**src/rtl/wb_cmd_initiator.sv**
```systemverilog
// Wishbone classic single-cycle initiator: one bus cycle per valid/ready command,
// with the result returned on a valid/ready response port.
module wb_cmd_initiator #(
    parameter int unsigned ADR_W   = 15,
    parameter int unsigned TIMEOUT = 255,
    parameter int unsigned TO_W    = 8
) (
    input  logic             WB_CLK,
    input  logic             WB_RST_N,
    input  logic             cmd_valid,
    output logic             cmd_ready,
    input  logic             cmd_we,
    input  logic [ADR_W-1:0] cmd_adr,
    input  logic [31:0]      cmd_dat,
    input  logic [3:0]       cmd_sel,
    output logic             rsp_valid,
    input  logic             rsp_ready,
    output logic [31:0]      rsp_dat,
    output logic             rsp_err,
    output logic             rsp_timeout,
    output logic [ADR_W-1:0] wb_adr,
    output logic [31:0]      wb_dat_w,
    output logic [3:0]       wb_sel,
    output logic             wb_we,
    output logic             wb_cyc,
    output logic             wb_stb,
    output logic [2:0]       wb_cti,
    output logic [1:0]       wb_bte,
    input  logic [31:0]      wb_dat_r,
    input  logic             wb_ack,
    input  logic             wb_err,
    output logic [15:0]      txn_count
);

    typedef enum logic [1:0] {IDLE, BUS, RESP} state_t;

    localparam logic [TO_W-1:0] TO_LAST = (TIMEOUT == 0) ? '0 : TO_W'(TIMEOUT - 1);

    state_t          state;
    logic [TO_W-1:0] timer;
    logic            timeout_hit;

    assign cmd_ready   = (state == IDLE);
    assign wb_stb      = wb_cyc;
    assign wb_cti      = 3'b000;
    assign wb_bte      = 2'b00;
    assign timeout_hit = (TIMEOUT != 0) && (timer == TO_LAST);

    always_ff @(posedge WB_CLK or negedge WB_RST_N) begin
        if (!WB_RST_N) begin
            state       <= IDLE;
            timer       <= '0;
            wb_cyc      <= 1'b0;
            wb_we       <= 1'b0;
            wb_adr      <= '0;
            wb_dat_w    <= '0;
            wb_sel      <= '0;
            rsp_valid   <= 1'b0;
            rsp_dat     <= '0;
            rsp_err     <= 1'b0;
            rsp_timeout <= 1'b0;
            txn_count   <= '0;
        end else begin
            case (state)
                IDLE: begin
                    if (cmd_valid) begin
                        wb_cyc   <= 1'b1;
                        wb_we    <= cmd_we;
                        wb_adr   <= cmd_adr;
                        wb_dat_w <= cmd_we ? cmd_dat : '0;
                        wb_sel   <= cmd_sel;
                        timer    <= '0;
                        state    <= BUS;
                    end
                end
                BUS: begin
                    if (wb_err || wb_ack || timeout_hit) begin
                        // err takes priority over a simultaneous ack; only clean read acks carry data
                        rsp_err     <= wb_err;
                        rsp_timeout <= !wb_err && !wb_ack;
                        rsp_dat     <= (wb_ack && !wb_err && !wb_we) ? wb_dat_r : '0;
                        rsp_valid   <= 1'b1;
                        wb_cyc      <= 1'b0;
                        wb_we       <= 1'b0;
                        txn_count   <= txn_count + 16'd1;
                        state       <= RESP;
                    end else begin
                        timer <= timer + 1'b1;
                    end
                end
                RESP: begin
                    if (rsp_ready) begin
                        rsp_valid   <= 1'b0;
                        rsp_err     <= 1'b0;
                        rsp_timeout <= 1'b0;
                        state       <= IDLE;
                    end
                end
                default: state <= IDLE;
            endcase
        end
    end

endmodule

```
**config.mk**
```make
export PLATFORM = sky130hd
export DESIGN_NAME = wb_cmd_initiator
export DESIGN_NICKNAME = d
export VERILOG_FILES = /design/src/rtl/wb_cmd_initiator.sv
export SDC_FILE = /design/constraint.sdc
export NUM_CORES = 1
export LEC_CHECK = 0
export ABC_AREA = 1
export CORE_MARGIN = 5
export CORE_UTILIZATION = 39
export CTS_CLUSTER_DIAMETER = 100
export DETAILED_ROUTE_END_ITERATION = 16
export PLACE_DENSITY = 0.76
export SETUP_SLACK_MARGIN = 0.2
export SYNTH_ARGS = -nofsm -noshare
export SYNTH_HDL_FRONTEND = slang
export SYNTH_SLANG_ARGS = --single-unit
```
**constraint.sdc**
```tcl
create_clock -name WB_CLK -period 1.3 [get_ports WB_CLK]
set_input_delay 0.325 -clock WB_CLK [delete_from_list [all_inputs] [get_ports WB_CLK]]
set_output_delay 0.325 -clock WB_CLK [all_outputs]
set_load 0.01 [all_outputs]
```
# --- Yosys cells after proc, flatten, opt, wreduce, memory -nomap -nowiden ---
# Index checks and enable logic that the tools add are counted.
# W data, S select, Z words.
op_classes:
  add_sub_neg: 2
  eq_ne: 7
  n_mux: 21
  reduce_logical: 17
ops:
  columns: ["operator", "n"]
  rows:
  - ["$mux W32", 2]
  - ["$add A16 B1 Y16 const B", 1]
  - ["$mux W8", 2]
  - ["$pmux W8 S2", 1]
  - ["$reduce_and A3 Y1", 4]
  - ["$pmux W1 S2", 5]
  - ["$add A8 B1 Y8 const B", 1]
  - ["$eq A8 B8 Y1 const B", 1]
  - ["$ne A2 B2 Y1 const B", 4]
  - ["$mux W1", 7]
  - ["$mux W2", 3]
  - ["$pmux W2 S3", 1]
  - ["$reduce_and A2 Y1", 2]
  - ["$reduce_bool A2 Y1", 2]
  - ["$logic_and A1 B1 Y1", 3]
  - ["$logic_not A1 Y1", 3]
  - ["$eq A2 B1 Y1 const B", 1]
  - ["$eq A2 B2 Y1 const B", 1]
  - ["$logic_not A2 Y1", 1]
  - ["$logic_or A1 B1 Y1", 2]
word_totals:
  register_bits: 114
  inputBits: 90
  out_inout_bits: 111
  elab_cells: 59

# --- Longest topological paths before layout ---
depth:
  word_depth: 4
  mapped_depth: 11
  depth_no_buf: 11

# --- Worst setup path before layout ---
# No wires, ideal clock.
synth_timing:
  path_type: "reg-to-reg"
  startpoint: "reg timer[0]"
  endpoint: "reg txn_count[7]"
  setup_time_ns: 0.119
  arrival_time_ns: 1.306
  required_time_ns: 1.181
  path_slack_ns: -0.126
  path_stages_with_launch: 12
  path_buffers: 2
  period_less_slack_ns: 1.426
  cell_sequence: "dfrtp_1 > inv_1 > ha_1 > nand2_1 > nor2_1 > nand2_1 > nand2_1 > nand2_2 > buf_6 > buf_6 > o21ai_2 > nand2_1"
synth_between:
  elab_chain_cells: 3
synth_lines:
  columns: ["item", "line_no", "rtl"]
  rows:
  - ["start: declaration", "40", "logic [TO_W-1:0] timer;"]
  - ["start signal: assignment", "88", "timer <= timer + 1'b1;"]
  - ["$eq A8 B8 Y1", "47", "assign timeout_hit = (TIMEOUT != 0) && (timer == TO_LAST);"]
  - ["$logic_or A1 B1 Y1", "77", "if (wb_err || wb_ack || timeout_hit) begin"]
  - ["$reduce_and A2 Y1 (no line)", null, null]
  - ["end signal: assignment", "85", "txn_count <= txn_count + 16'd1;"]
  - ["end: declaration", "32", "output logic [15:0] txn_count"]
# No other way between the ends.
# A chain may end at the register's enable or synchronous reset.

# --- Final worst setup path ---
layout_timing:
  startpoint: "reg timer[0]"
  endpoint: "reg wb_we"
layout_between:
  elab_chain_cells: 4
layout_lines:
  columns: ["item", "line_no", "rtl"]
  rows:
  - ["$eq A8 B8 Y1", "47", null]
  - ["$logic_or A1 B1 Y1", "77", null]
  - ["$ne A2 B2 Y1 (no line)", null, null]
  - ["$reduce_and A3 Y1 (no line)", null, null]
  - ["end signal: assignment", "68", "wb_we <= cmd_we;"]
  - ["end: declaration", "24", "output logic wb_we,"]
# No other way between the ends.

==> flow_metrics.tcl <==
set metrics [dict create \
    cts_tree "built" \
    clock.fmax_ghz 0.653 \
    critical_path_buf_inv_count 3 \
    min_period_ns 1.53 \
    drv_slew 0 \
    worstPathCellList "inv_2 > ha_4 > nand2_4 > nor2_4 > nand2_2 > nand2_4 > nand2_8 > buf_12 > buf_12 > nand3_2 > nand2_1" \
    violations "negative setup slack" \
    drcViolationCount 0 \
    hpwlAfterDp_mm 11.3 \
    firstDrtPassIters 5 \
    regArea_sq_um 2860 \
    status "complete, but fails checks" \
    clockBufferDepth 2 \
    finalClockSkew_ns 0.00639 \
    drt-vias-per-instance 5.04 \
    first_global_vias 5264 \
    arrival_ns 1.83 \
    yosys.area.top_type_share_pct 56.6 \
    power_uw 20300 \
    grt_pass1_wl_mm 24.9 \
    ys_ff_latch 114 \
    fillers 785 \
    row_count 41 \
    drt_wl_total_mm 19.6 \
    area_growth_syn_to_layout_pct 83.7 \
    post-place-ws_ns -0.467 \
    vias 5561 \
    path_delay_family "simple AND/OR/NAND/NOR gates" \
    required_ns 1.60 \
    final_core_util_pct 73.1 \
    place_inst 983 \
    ant_nets 0 \
    ys_warn_count 0 \
    leakage_uw 0.00456 \
    htree_levels 4 \
    maxCapViolations 0 \
    multiInputGateArea_sq_um 2270 \
    core_area_sq_um 12700 \
    finalWeightedCongestion 0.866 \
    cts_inserted_buffers 17 \
    period_share_pct 118 \
    drive_gt1_share_pct 40.9 \
    io_pins 201 \
    die_y_um 124 \
    vdd_drop_max_v 0.00150 \
    grt_usage_pct 20.9 \
    dpl_cell_area_sq_um 7580 \
    cts.sink_count 114 \
    antennaDiodeCount 0 \
    wl_per_cell_um 17.8 \
    syn_inst 596 \
    grt_max_degree 70 \
    synth_area_leader_cell "dfrtp_1" \
    final-hold-violation-count 0 \
    syn_area_per_cell_sq_um 8.46 \
    antenna_found_initial 1 \
    clock_latency_ns 0.41 \
    fin_cells 1104 \
    hp-class "input pin to asynchronous set/reset pin" \
    die_area_sq_um 15300 \
    setup_viol 103 \
    initial_utilization_pct 39.8 \
    grt_remaining_overflow 0 \
    fin_area_sq_um 9260 \
    nets 1013 \
    cp_slowest_cell "dfrtp_1" \
    crit_type "flop to flop" \
    seq_area_frac_synth_pct 56.6 \
    ctsRootBufferMaster "clkbuf_16" \
    synth_top_cells_by_area "dfrtp_1 57%, nand2_1 20%, o21ai_0 5.0%" \
    end_kind "flop" \
    portBuffers 195 \
    cp-start-kind "flop" \
    clk_pin_slew_ns 0.05 \
    syn_area_sq_um 5040 \
    die_w_um 124 \
    slowest_delay_ns 0.38 \
    grt_setup_unrepaired "yes" \
    cellPowerDensity_nw_per_um2 2200 \
    crit_fanout 6 \
    fin_ws_ns -0.232 \
    drt_iter0_drc 380 \
    yosysUniqueCellTypes 25 \
]
-- worst register-to-register path: stages (launching register included) --
cell and delay [ns]:
dfrtp_1 0.38, inv_2 0.09, ha_4 0.14, nand2_4 0.05
nor2_4 0.10, nand2_2 0.09, nand2_4 0.09, nand2_8 0.10
buf_12 0.16, buf_12 0.12, nand3_2 0.04, nand2_1 0.06
-- report_power, final --
part,switching [uW],internal (uW)
sequential,1070,4890
clock,1620,2840
combinational,4570,5350
-- metrics by stage --
| stage | hold WS (ns) | setup TNS [ns] |
|---|---|---|
| 5_1_grt | 0.390 | -16.58 |
| 3_5_place_dp | 0.237 | -29.44 |
| 2_1_floorplan | 0.0294 | -4.56 |
| 4_1_cts | 0.364 | -9.01 |
| 3_3_place_gp | 0.235 | -27.77 |
| 6_report | 0.371 | -11.59 |
-- cell usage after synthesis --
library cell,instances
xor2_1,3
buf_6,9
nand2_1,275
xnor2_1,3
o31ai_1,1
nor3b_1,1
buf_4,6
clkbuf_1,13
nor3_1,2
nand2_2,4
o21bai_1,1
nand3_1,18
nand3b_1,4
dfrtp_1,114
inv_1,19
inv_2,1
o21ai_1,15
conb_1,1
o21ai_2,12
buf_2,7
nand4_1,5
nor2_1,28
nor3b_2,1
ha_1,3
o21ai_0,50
-- cells by family (layout without fill, tap and decap cells) --
logic type,count (synthesis),in the layout,share of synthesized area [%]
buf+inv,55,387,6.06
compound gates,79,79,8.84
fa+ha+maj,3,3,0.745
other cells,1,5,0.0744
flops,114,114,56.6
xor+xnor,6,6,1.04
simple gates,338,338,26.7
-- what timing repair did --
| item | 4_1_cts | 5_1_grt |
|---|---|---|
| endpoints found under the hold margin | 13 | 0 |
| pin swaps | 6 | 16 |
| buffers inserted | 33 | 38 |
| setup endpoints to repair | 220 | 220 |
| hold buffers | 1 | 0 |
| cloned | 0 | 18 |
| gates resized for setup | 485 | 151 |
-- per-layer routing --
metal	global-route usage (%)	routed length (um)	up-vias
li1	-	-	2539
met1	24.2	6940	2656
met2	33.1	9800	297
met3	9.81	2060	67
met4	9.13	789	2
met5	0	13	-
-- path summary, 6_finish.rpt --
kind	startpoint	end	slack, ns	depth (start not counted)
worst max register to register	timer[0]	wb_we	-0.23	11
worst min-delay path	WB_RST_N	txn_count[6]	0.37	2
worst max-delay path	timer[0]	wb_we	-0.23	11
worst min register to register	wb_adr[2]	wb_adr[2]	0.48	2
min in group WB_CLK	cmd_adr[11]	wb_adr[11]	0.45	3
max in group asynchronous	WB_RST_N	wb_dat_w[8]	0.41	3
-- cells in the final DEF, fill, tap and decap left out, types with 2 or more instances in the layout --
master	n
buf_12	15
buf_2	49
buf_4	106
buf_6	64
bufinv_16	2
clkbuf_1	3
clkbuf_16	28
clkdlybuf4s50_1	88
clkinv_2	4
clkinvlp_4	3
conb_1	5
dfrtp_1	112
dfrtp_2	2
ha_4	2
inv_1	14
inv_2	4
inv_8	2
nand2_1	227
nand2_2	39
nand2_4	11
nand2_8	2
nand3_1	15
nand3_2	2
nand3b_1	4
nand4_1	5
nor2_1	21
nor2_2	4
nor2_4	3
o21ai_0	10
o21ai_1	37
o21ai_2	30
xnor2_1	3
xor2_1	3
-- flip-flops by register name, indices dropped and copies added (netlist names) --
register     cells
rsp_timeout      1
timer            8
wb_adr          15
rsp_valid        1
rsp_dat         32
wb_dat_w        32
wb_sel           4
rsp_err          1
state            2
wb_cyc           1
txn_count       16
wb_we            1
-- cell type report --
cell class                 count  share of cell area (%)
timing repair buffer         336                    35.3
multi-input combinational    431                    24.5
inverter                      20                   0.973
clock inverter                10                    1.20
clock buffer                  21                    4.86
tap                          172                    2.32
sequential                   114                    30.8
Power figures use the tool's default switching activity.
